==> src/rtl/icache_direct.sv <==
// Direct-mapped, read-only, one-word-per-frame instruction cache with a two-state fill FSM.
// Optional hit/miss counters are compiled in when ICACHE_STATS_EN is defined.
module icache_direct #(
    parameter int SETS  = 16,
    parameter int IDX_W = 4
) (
    input  logic        CLK,
    input  logic        RST,
    input  logic        imemREN,
    input  logic [31:0] imemaddr,
    output logic        ihit,
    output logic [31:0] imemload,
    input  logic        flush,
    output logic        iREN,
    output logic [31:0] iaddr,
    input  logic        iwait,
    input  logic [31:0] iload
`ifdef ICACHE_STATS_EN
    ,
    output logic [31:0] hit_count,
    output logic [31:0] miss_count
`endif
);

    localparam int TAG_W = 32 - IDX_W - 2;

    typedef enum logic {
        IDLE  = 1'b0,
        FETCH = 1'b1
    } state_t;

    state_t             state_q;
    logic [SETS-1:0]    valid_q;
    logic [TAG_W-1:0]   tag_q  [SETS];
    logic [31:0]        data_q [SETS];
    logic [31:0]        miss_addr_q;
    logic               iren_q;

    logic [IDX_W-1:0]   req_idx;
    logic [TAG_W-1:0]   req_tag;
    logic [IDX_W-1:0]   fill_idx;
    logic [TAG_W-1:0]   fill_tag;
    logic               lookup_hit;
    logic               hit_d;
    logic               miss_d;
    logic               fill_d;

    assign req_idx  = imemaddr[IDX_W+1:2];
    assign req_tag  = imemaddr[31:IDX_W+2];
    assign fill_idx = miss_addr_q[IDX_W+1:2];
    assign fill_tag = miss_addr_q[31:IDX_W+2];

    assign lookup_hit = valid_q[req_idx] && (tag_q[req_idx] == req_tag);
    assign hit_d  = (state_q == IDLE) && imemREN && !flush && lookup_hit;
    assign miss_d = (state_q == IDLE) && imemREN && !flush && !lookup_hit;
    // A flush in the completing cycle wins: the returned word is discarded.
    assign fill_d = (state_q == FETCH) && !iwait && !flush;

    assign ihit     = hit_d;
    assign imemload = hit_d ? data_q[req_idx] : 32'h0;
    assign iREN     = iren_q;
    assign iaddr    = miss_addr_q;

    always_ff @(posedge CLK or posedge RST) begin
        if (RST) begin
            state_q     <= IDLE;
            valid_q     <= '0;
            iren_q      <= 1'b0;
            miss_addr_q <= 32'h0;
        end else if (flush) begin
            state_q <= IDLE;
            valid_q <= '0;
            iren_q  <= 1'b0;
        end else begin
            case (state_q)
                IDLE: begin
                    if (miss_d) begin
                        miss_addr_q <= imemaddr & 32'hFFFF_FFFC;
                        state_q     <= FETCH;
                        iren_q      <= 1'b1;
                    end
                end
                FETCH: begin
                    if (!iwait) begin
                        valid_q[fill_idx] <= 1'b1;
                        state_q           <= IDLE;
                        iren_q            <= 1'b0;
                    end
                end
                default: begin
                    state_q <= IDLE;
                    iren_q  <= 1'b0;
                end
            endcase
        end
    end

    // Tag/data arrays carry no reset; valid_q alone decides whether a frame is usable.
    always_ff @(posedge CLK) begin
        if (fill_d) begin
            tag_q[fill_idx]  <= fill_tag;
            data_q[fill_idx] <= iload;
        end
    end

`ifdef ICACHE_STATS_EN
    always_ff @(posedge CLK or posedge RST) begin
        if (RST) begin
            hit_count  <= 32'h0;
            miss_count <= 32'h0;
        end else begin
            if (hit_d)  hit_count  <= hit_count + 32'd1;
            if (miss_d) miss_count <= miss_count + 32'd1;
        end
    end
`endif

endmodule

==> config.mk <==
export PLATFORM = sky130hd
export DESIGN_NAME = icache_direct
export DESIGN_NICKNAME = d
export VERILOG_FILES = /design/src/rtl/icache_direct.sv
export SDC_FILE = /design/constraint.sdc
export NUM_CORES = 1
export LEC_CHECK = 0
export CORE_UTILIZATION = 50
export CTS_CLUSTER_DIAMETER = 150
export CTS_CLUSTER_SIZE = 12
export DETAILED_ROUTE_END_ITERATION = 10
export PLACE_DENSITY = 0.67
export SLEW_MARGIN = 20
export SYNTH_ARGS = -nofsm -noshare
export SYNTH_HDL_FRONTEND = slang
export SYNTH_SLANG_ARGS = --single-unit
==> constraint.sdc <==
create_clock -name CLK -period 6.7 [get_ports CLK]
set_input_delay 0.67 -clock CLK [delete_from_list [all_inputs] [get_ports CLK]]
set_output_delay 0.67 -clock CLK [all_outputs]
set_load 0.01 [all_outputs]
* Word-level counts from Yosys, hierarchy flattened
Memories as Yosys holds them, arrays and structs flattened.
Cells that the tools add are included.
** Storage, ports and cells
- Memory bits (writable) :: 928
- Output and inout bits :: 66
- Word-level logic and storage cells :: 49
- Memories :: 2
- Bits in registers :: 48
** Cells by class
- Reductions and logical operators :: 15
- Magnitude comparators :: 3
- Mux-type cells :: 18
- Bitwise gates (word level) :: 3
- Equal/unequal tests :: 4
** Memories
- data_q :: words 16, bits a word 32, rd ports 1, clocked after Yosys merged registers in 0, write ports 1, line 35 : logic [31:0] data_q [SETS];
- tag_q :: words 16, bits a word 26, rd ports 1, clocked after Yosys merged registers in 0, write ports 1, line 34 : logic [TAG_W-1:0] tag_q [SETS];
** Operator list (number)
- $mux W16 :: 3
- $mux W32 :: 1
- $eq A26 B26 Y1 :: 1
- $or A16 B16 Y16 :: 1
- $lt A4 B5 Y1 const B :: 2
- $mux W1 :: 10
- $logic_and A1 B1 Y1 :: 8
- $ne A3 B3 Y1 const B :: 2
- $bmux W1 S4 :: 1
- $demux W1 S4 :: 1
- $ge A4 B1 Y1 const B :: 1
- $pmux W1 S2 :: 2
- $reduce_and A2 Y1 :: 2
- $logic_not A1 Y1 :: 3
- $reduce_and A3 Y1 :: 1
- $ne A2 B2 Y1 const B :: 1
- $not A1 Y1 :: 2
- $reduce_bool A2 Y1 :: 1

* Logic depth before layout (Yosys ltp)
Gate-level depths: netlist of run 1.
- Word-level depth :: 8
- Gate-level depth with buffers :: 15

* Worst setup path before layout of run 1
Ideal clock, no wire load.
- Path type :: in2reg
- Start :: in flush
- End :: mem data_q[0][0], enable pin
- Arrival time :: 5.713 ns
- Stages on the path :: 4
- Setup slack :: 0.439 ns
- Buffers on the path :: 1
- Library setup time :: 0.548 ns
- Required time :: 6.152 ns
- Path through :: clkbuf_1 > nor3b_1 > or3b_2 > nor3_1
** Between the ends
- Word-level cells in the longest chain between the ends :: 4
** Ends and longest elaborated chain
- start: declaration :: line 13 : input logic flush,
- $logic_not A1 Y1 :: line 57 : assign fill_d = (state_q == FETCH) && !iwait && !flush;
- $logic_and A1 B1 Y1 :: line 57
- $mux W1 :: line 100 : if (fill_d) begin
- $mux W1 (not written as such) :: line 102 : data_q[fill_idx] <= iload;
- end: declaration :: line 35
Every way passes these cells.

* Worst setup path after layout of run 1
- Start :: in imemaddr[4]
- End :: out imemload[12]
** Between the ends
- Word-level cells in the longest chain between the ends :: 5
- Elaborated cells between the ends (all ways) :: 8
- Those cells by class :: eq/ne: 1; mux: 3; reduce/logical: 2; memory: 2
** Ends and longest elaborated chain
- start: declaration :: line 10 : input logic [31:0] imemaddr,
- $mem_v2 Z16 W26 / $bmux W1 S4 (equally long branches)
- $eq A26 B26 Y1 / $mux W1 (equally long branches) :: line 53 : assign lookup_hit = valid_q[req_idx] && (tag_q[req_idx] == req_tag);
- $logic_and A1 B1 Y1 :: line 53
- $logic_and A1 B1 Y1 :: line 54 : assign hit_d = (state_q == IDLE) && imemREN && !flush && lookup_hit;
- $mux W32 * :: line 60 : assign imemload = hit_d ? data_q[req_idx] : 32'h0;
- end: declaration :: line 12 : output logic [31:0] imemload,
Mark *: on every way between the ends. The rest lies on a longest branch, timed or not. The select of a mux whose other input is x is not followed.

==> results of run 1 <==
## per-stage QoR
stage               hold WS, ns  util (%)  setup slack, ns  cell area (µm²)
global placement          0.473      54.3            0.995            40500
CTS                       0.496      57.7            0.906            43100
global route              0.536      57.7            0.687            43100
floorplan                 0.461         -            0.439            37800
finish                    0.492      57.7            0.987            43100
detailed placement        0.484      54.3            0.926            40500
## final timing paths
path	end	startpoint	slack, ns
setup / recovery	imemload[12]	imemaddr[4]	0.99
hold / removal	valid_q[15]	valid_q[15]	0.49
setup reg to reg	iaddr[22]	tag_q[13][22]	3.18
hold reg to reg	valid_q[15]	valid_q[15]	0.49
max in group asynchronous	iaddr[29]	RST	5.56
min in group asynchronous	iaddr[19]	RST	0.58
## critical path: stages
cell and delay, ns:
sky130_fd_sc_hd__buf_8 0.52, sky130_fd_sc_hd__buf_4 0.43, sky130_fd_sc_hd__mux4_2 0.25, sky130_fd_sc_hd__nor2b_1 0.04
sky130_fd_sc_hd__a221oi_1 0.29, sky130_fd_sc_hd__mux2i_1 0.13, sky130_fd_sc_hd__or4bb_1 0.59, sky130_fd_sc_hd__nor4_2 0.36
sky130_fd_sc_hd__and3_2 0.83, sky130_fd_sc_hd__and2_1 0.24, sky130_fd_sc_hd__clkdlybuf4s50_1 0.55
## sequential cells by signal, summed over array words and instances, names as in the netlist
signal,flops
data_q,512
tag_q,416
iaddr,30
valid_q,16
iREN,1
state_q,1
## area by class of cell
cell class	instances	area (µm²)
fillers	5266	31600
well taps	969	1210
flip-flops and latches	976	29100
multi-input cells	568	8440
repair buffers	186	1830
inverters	4	15.0
clock inverters	3	33.8
diodes	1	2.50
clock buffers	145	2500
## power groups by stage
stage | Sequential, mW | Clock [mW] | Combinational (mW)
floorplan | 7.12 | 0 | 0.412
global placement | 7.15 | 0 | 0.717
detailed placement | 7.17 | 0 | 0.727
CTS | 7.04 | 4.70 | 0.730
global route | 7.06 | 4.93 | 0.765
finish | 7.04 | 4.61 | 0.717
## layer usage
metal / GRT usage (%) / part of all wire (%) / vias up
met5: 0 / 0.087 / -
met4: 5.60 / 1.7 / 12
met2: 36.2 / 51 / 554
met1: 29.7 / 41 / 9205
li1: - / - / 7221
met3: 4.14 / 6.8 / 99
## Yosys cell counts, types with 5 or more instances
library cell                 n  area share, %
sky130_fd_sc_hd__nand2_1    15           0.15
sky130_fd_sc_hd__edfxtp_1  928             74
sky130_fd_sc_hd__xnor2_1    24           0.56
sky130_fd_sc_hd__buf_4       9           0.18
sky130_fd_sc_hd__buf_6       8           0.24
sky130_fd_sc_hd__mux4_2    264             16
sky130_fd_sc_hd__clkbuf_1   28           0.28
sky130_fd_sc_hd__a22oi_1     5          0.099
sky130_fd_sc_hd__buf_1       6          0.060
sky130_fd_sc_hd__nand3_1     8           0.11
sky130_fd_sc_hd__and2_1     32           0.53
sky130_fd_sc_hd__buf_2      33           0.44
sky130_fd_sc_hd__dfrtp_1    48            3.2
sky130_fd_sc_hd__mux2i_1    59            1.6
sky130_fd_sc_hd__nor3_1      6          0.079
sky130_fd_sc_hd__mux2_2      7           0.21
sky130_fd_sc_hd__nor2_1     52           0.52
sky130_fd_sc_hd__mux2_4     28            1.1
sky130_fd_sc_hd__nand2b_1    9           0.15
sky130_fd_sc_hd__a21oi_1     5          0.066
sky130_fd_sc_hd__nor2b_1     9           0.15
## cells by family (layout without fill, tap and decap cells)
family / count (synthesis) / after routing
other: 1 / 3
AOI/OAI and AO/OA: 31 / 31
muxes: 358 / 358
DFF: 976 / 976
and+or+nand+nor: 151 / 151
xor gates and xnor gates: 26 / 26
buffers and inverters: 88 / 338
==> results by stage, run 1 <==
Status:
- The flow ran to the end, and the final reports show no timing, DRC or antenna violations.

Hold path:
- The type of the tightest min-delay check is reg2reg.
- The worst hold path passes through 2 cells.

Floorplanning:
- The count of pins on the block boundary is 135.
- The die is 277 µm wide.
- The chip height is between 200 and 300 µm.
- The die area is about 77000 µm².
- The initialized floorplan defines 100 standard-cell rows.
- The region available for standard cell placement spans approximately 75000 µm².
- For this configuration, the core starts out at a cell density of 50.7%.

Clock network:
- In this run, post-CTS repair resized a total of 0 instances.
- After clock tree synthesis, the clock-pin slew on the worst setup and hold paths is around 0.05 ns.
- The clock net in this run drives a total of approximately 980 sinks.
- The number of setup buffers added after CTS is 0.
- The CTS H-tree depth is 3.
- The clock passes through at most 3 buffers.
- The clock tree from TritonCTS is built.
- The clock latency of the later-clocked register in the worst-skew pair is about 0.64 ns.
- The post-cts hold buffer count is 0.
- The number of clock buffers inserted by TritonCTS is 91.
- The tree is rooted in a sky130_fd_sc_hd__clkbuf_16.

Yosys:
- Synthesis instantiated 50 different standard cells from the library.
- The share of synthesized cell area in and, or, nand and nor gates is 2.14%.
- After synthesis, the largest family of logic cells by area is multiplexers.
- The Yosys step of the flow raised 0 warnings.
- In the synthesized netlist the dominant register cell turns out to be sky130_fd_sc_hd__edfxtp_1.
- In this run the mean area of a mapped cell was between 20 and 25 µm².
- The total of flip-flops plus latches after synthesis is 976.
- The mapped netlist covers ~38000 µm².
- The adder-cell area share of the yosys netlist is 0%.
- For this run, asynchronously set or reset flops after synthesis account for 4.92%.
- The xor/xnor cell area share of the yosys netlist is less than 1%.
- Multiplexer cells account for a little under a fifth of the synthesized area.
- The synthesized instance count is 1631.
- The number of enable flip-flop cells after synthesis is roughly 930.
- The compound-cell area share of the yosys netlist is less than 1%.
- Sequential elements use around three quarters of the synthesized area.

Finish:
- The share of final-layout standard cells stronger than drive strength 1 is around 26%.
- The non-filler instance count after layout is approximately 2900.
- The area growth from synthesis to layout is 13.9%.
- Leaving out fill and tap cells, the most frequent cells in the layout are sky130_fd_sc_hd__edfxtp_1 (928), sky130_fd_sc_hd__mux4_2 (264), sky130_fd_sc_hd__clkdlybuf4s50_1 (126).
- The most common cell after layout, fill and taps aside is sky130_fd_sc_hd__edfxtp_1.
- After the last flow step, the layout net total stands at between 1500 and 2000.

STA:
- The fmax is ~180 MHz.
- The routed design could run at a clock period as short as 5.71 ns.
- The number of hold-slack violations in the final timing report is 0.
- Setup repair after global routing left no endpoint under its margin.
- The max-slew violation total from the final report is 0.
- The worst-case headroom to the max-slew limit is between 30% and 40%.
- The count of endpoints failing setup in the final report is 0.
- In the finished design, the share of the clock period the worst path needs comes to roughly 85%.
- The final total negative setup slack is 0 ns.
- For the pin with the worst max-slew slack, the measured transition is a little over 1 ns.
- The worst clock skew is between 0.02 and 0.03 ns.

Drt:
- After the first detailed-routing iteration, the DRC count stood at 1625.
- Once detail routing completed, the nets flagged for antenna violations numbered 0.
- In the routed layout, each cell is associated on average with a via count of 5.99.
- The remaining design rule violation count is 0.
- The via total after detailed routing is 17100.
- The sum of routed wire length over all layers is a little over 80 mm.
- The first detailed-routing pass ran for 5 iterations.
- The per-cell routed wire length is around 29 µm.

GRT:
- The via count of the first global-routing pass is between 15000 and 20000.
- Global routing used ~22% of the available tracks.
- The initial antenna violation count is 6.
- The largest net degree at the start of global routing is just over 80.
- The total overflow left after global routing is 0.
- The first global-routing pass estimated roughly 120 mm of wire.

Place:
- The count of buffers added on input and output ports is 130.
- After detailed placement, the design holds a cell count of between 2000 and 3000.
- The routability congestion estimate from global placement is 0.736.
- The HPWL after detailed placement is between 40 and 50 mm.

Critical path:
- STA classifies the critical path startpoint as a primary input.
- The number of cells on the worst reg-to-reg path is 9.
- The maximum net fanout on the critical path is 80.
- The arrival time of data at the critical path endpoint is 5.04 ns.
- The required arrival time at the worst endpoint is between 6 and 7 ns.
- The kind of end point of the critical path is a primary output.
- The class of the most critical setup path is in2out.

Run:
- The total of max-cap violations is 0.

Power:
- Power comes to about 12 mW.
- The relative contribution of combinational cells to total power is under 10%.
- In this run the static leakage power is 13.7 nW.
- The portion of total power attributed to sequential cells is a little under three fifths.
- The power spent charging and discharging nets is approximately 2.6 mW.
- The power density of the placed cells is 287 nW/µm².
- Of the total power, the share spent switching nets is about a fifth.
- Cell internal power was estimated by the tool at roughly 9.8 mW.
- IR analysis of the VDD net gives a maximum drop of between 0.15 and 0.2 mV.
- The portion of total power attributed to the clock network is a little under two fifths.
Power figures use the tool's default switching activity.
==> inputs of run 2 (changes only) <==
--- a/config.mk
+++ b/config.mk
@@ -9,7 +9,8 @@
 export CTS_CLUSTER_DIAMETER = 150
 export CTS_CLUSTER_SIZE = 12
 export DETAILED_ROUTE_END_ITERATION = 10
-export PLACE_DENSITY = 0.67
+export PLACE_DENSITY = 0.7
+export SETUP_SLACK_MARGIN = 0.1
 export SLEW_MARGIN = 20
 export SYNTH_ARGS = -nofsm -noshare
 export SYNTH_HDL_FRONTEND = slang
==> constraint.sdc (replaced) <==
create_clock -name CLK -period 4.78 [get_ports CLK]
set_input_delay 0.478 -clock CLK [delete_from_list [all_inputs] [get_ports CLK]]
set_output_delay 0.478 -clock CLK [all_outputs]
set_load 0.01 [all_outputs]
==> results by stage, run 2 (synthesis gave the netlist of run 1 again) <==
Critical path:
- The signal on the critical path passes through mux4_2 > mux2i_1 > mux2_2 > a211o_1 > or4_4 > nor4_4 > and3_4 > buf_12 > and2_1 > dlygate4sd2_1.
- The worst stage delay on the critical path is 0.58 ns (-0.25 ns).
- The number of cells on the worst reg-to-reg path is 10 (+1).
- The required arrival time at the worst endpoint is 4.30 ns (-1.73 ns).
- The cell with the largest stage delay on the worst path is sky130_fd_sc_hd__or4_4.
- The maximum net fanout on the critical path came to 17 (-79%).
- The critical path is of the reg2out type.
- The worst setup path is captured at a primary output.
- The startpoint class of the critical path is a flip-flop.
- The arrival time of data at the critical path endpoint is 4.07 ns (-0.97 ns).

Place:
- The HPWL after detailed placement is 43.5 mm (+1.1%).
- The post-place instance area is 40800 µm² (+0.73%).
- The placed cell count was 2717 (+0.56%).
- The count of buffers from port buffering is 130 (unchanged).
- The routability congestion estimate from global placement is 0.753 (+2.3%).
- The setup slack after placement is 0.131 ns (-0.795 ns).

Drt:
- The first-pass iteration count of the detailed router was 7 (+2).
- The count of routing violations after the opening detailed-route iteration was 1722 (+6.0%).
- The count of antenna-violating nets left after detailed routing is 0 (unchanged).
- The remaining design rule violation count is 0 (unchanged).
- The sum of routed wire length over all layers is 82.8 mm (+1.3%).
- The per-cell routed wire length is 28.9 µm (+0.92%).
- The ratio of routed vias to standard cells is 6.03 (+0.71%).
- The via total after detailed routing was 17300 (+1.1%).

Clock network:
- The maximum buffer depth of the clock tree was 3 (unchanged).
- The number of clock buffers inserted by TritonCTS is 91 (unchanged).
- The clock tree from TritonCTS is built.
- The clock latency of the later-clocked register in the worst-skew pair is 0.65 ns (about the same).
- The CTS H-tree depth is 3 (unchanged).
- The post-cts hold buffer count is 0 (unchanged).
- CTS placed an instance of sky130_fd_sc_hd__clkbuf_16 at the clock tree root.
- The count of buffers added by post-CTS timing repair for setup was 0 (unchanged).
- The sink count of the clock tree came to 976 (unchanged).
- The count of instances resized after the clock tree is built is 35 (+35).
- The clock transition at the register clock pins on the worst setup and hold paths after CTS is 0.06 ns (about the same).

Finish:
- The most common cell after layout, fill and taps aside is sky130_fd_sc_hd__edfxtp_1.
- The final standard cell area without fillers was 43400 µm² (+0.68%).
- The share of final-layout standard cells stronger than drive strength 1 is 26.3% (+0.79 points).
- The count of nets after finishing came to 1911 (+0.79%).
- In the layout the commonest cells are sky130_fd_sc_hd__edfxtp_1 (928), sky130_fd_sc_hd__mux4_2 (264), sky130_fd_sc_hd__clkbuf_16 (93), sky130_fd_sc_hd__clkdlybuf4s50_1 (93), sky130_fd_sc_hd__mux2i_1 (59).
- The final standard cell utilization of the core is 58.1% (+0.39 points).
- The non-filler instance count after layout came to 2864 (+0.42%).
- The flip-flop count of the largest register after layout came to 512 (unchanged).
- The relative area change from synthesis to final layout is 14.7%.
- The register bank with the most flops is data_q.

Floorplanning:
- The count of standard-cell rows is 100 (unchanged).
- The core area was 74700 µm² (unchanged).
- The chip height came to 277 µm (unchanged).
- The die width came to 277 µm (unchanged).
- The initial core utilization is 50.7% (unchanged).
- The count of pins on the block boundary is 135 (unchanged).
- The die area is 76800 µm² (unchanged).

Power:
- The total power was 17.4 mW (+41%).
- The leakage power was 14.0 nW (+2.3%).
- The power density of the placed cells was 402 nW/µm² (+40%).
- The worst ir drop on vdd is 0.252 mV (+56%).

GRT:
- The global routing stage identified its most utilized layer as met2.
- The first-pass GRT wire length came to 122 mm (+1.2%).
- The via count of the first global-routing pass is 18300 (+0.86%).
- The largest net degree at the start of global routing was 118 (+46%).
- The fraction of met1 tracks used by global routing is 29.8% (+0.14 points).
- The met2 routing resource usage after global routing is 36.6% (+0.43 points).
- The global-route met3 utilization came to 4.25% (+0.11 points).
- The initial antenna violation count is 2 (-4).
- The leftover overflow at the end of global routing came to 0 (unchanged).
- The global router's overall resource usage came to 21.9% (+0.15 points).

STA:
- Setup repair after global routing left no endpoint under its margin.
- The number of hold-slack violations in the final timing report is 0 (unchanged).
- The count of endpoints failing setup in the final report is 0 (unchanged).
- The worst clock skew is 0.0287 ns (+0.00111 ns).
- The actual transition at the worst max-transition pin is 0.793 ns (-0.212 ns).
- The setup slack after layout is 0.235 ns (-0.751 ns).
- The part of the cycle the worst path needs is about 95%.
- The worst hold slack is 0.368 ns (-0.123 ns).
- The worst-case headroom to the max-slew limit was 47.1% (+14 points).
- The max-slew violation total from the final report is 0 (unchanged).
- Subtracting the final worst setup slack from the clock period gives around 4.5 ns.
- The fmax is between 200 and 250 MHz.
- The final total negative setup slack is 0 ns (unchanged).

Status:
- The flow ran to the end, and the final reports show no timing, DRC or antenna violations.

Hold path:
- The type of the tightest min-delay check is in2async.

Run:
- The total of max-cap violations is 0 (unchanged).
## run 2: power breakdown
part,leakage [nW],switching [mW],internal (mW)
combinational,3.85,0.500,0.520
clock,1.23,2.96,3.58
sequential,8.95,0.244,9.63
total,14.0,3.71,13.7
## run 2: final cells by class
| cell class | count | area (µm²) |
|---|---|---|
| Antenna cell | 1 | 2.50 |
| Clock buffer | 139 | 2500 |
| Clock inverter | 6 | 67.6 |
| Fill cell | 5257 | 31300 |
| Inverter | 4 | 15.0 |
| Multi-Input combinational cell | 568 | 8460 |
| Sequential cell | 976 | 29100 |
| Tap cell | 969 | 1210 |
| Timing Repair Buffer | 201 | 2060 |
## run 2: worst paths after layout
path	from	endpoint	slack, ns
max	tag_q[13][22]	imemload[24]	0.24
max reg2reg	tag_q[13][22]	iaddr[17]	1.25
max in group asynchronous	RST	iaddr[10]	3.89
min in group CLK	valid_q[15]	valid_q[15]	0.49
min	RST	iaddr[26]	0.37
min reg2reg	valid_q[15]	valid_q[15]	0.49
## run 2: metal layers
metal	up-vias	part of all wire [%]	wire [µm]
met1	9305	40	33200
met4	4	1.7	1420
li1	7259	-	-
met5	-	0.034	28
met3	104	7.3	6060
met2	612	51	42100
## run 2: critical path: cells and delay by family, from the launching register on
kind | cells | cell delay, ns
simple gates | 4 | 1.34
mux | 3 | 0.98
buf+inv | 2 | 0.46
flops | 1 | 0.36
compound gates | 1 | 0.26
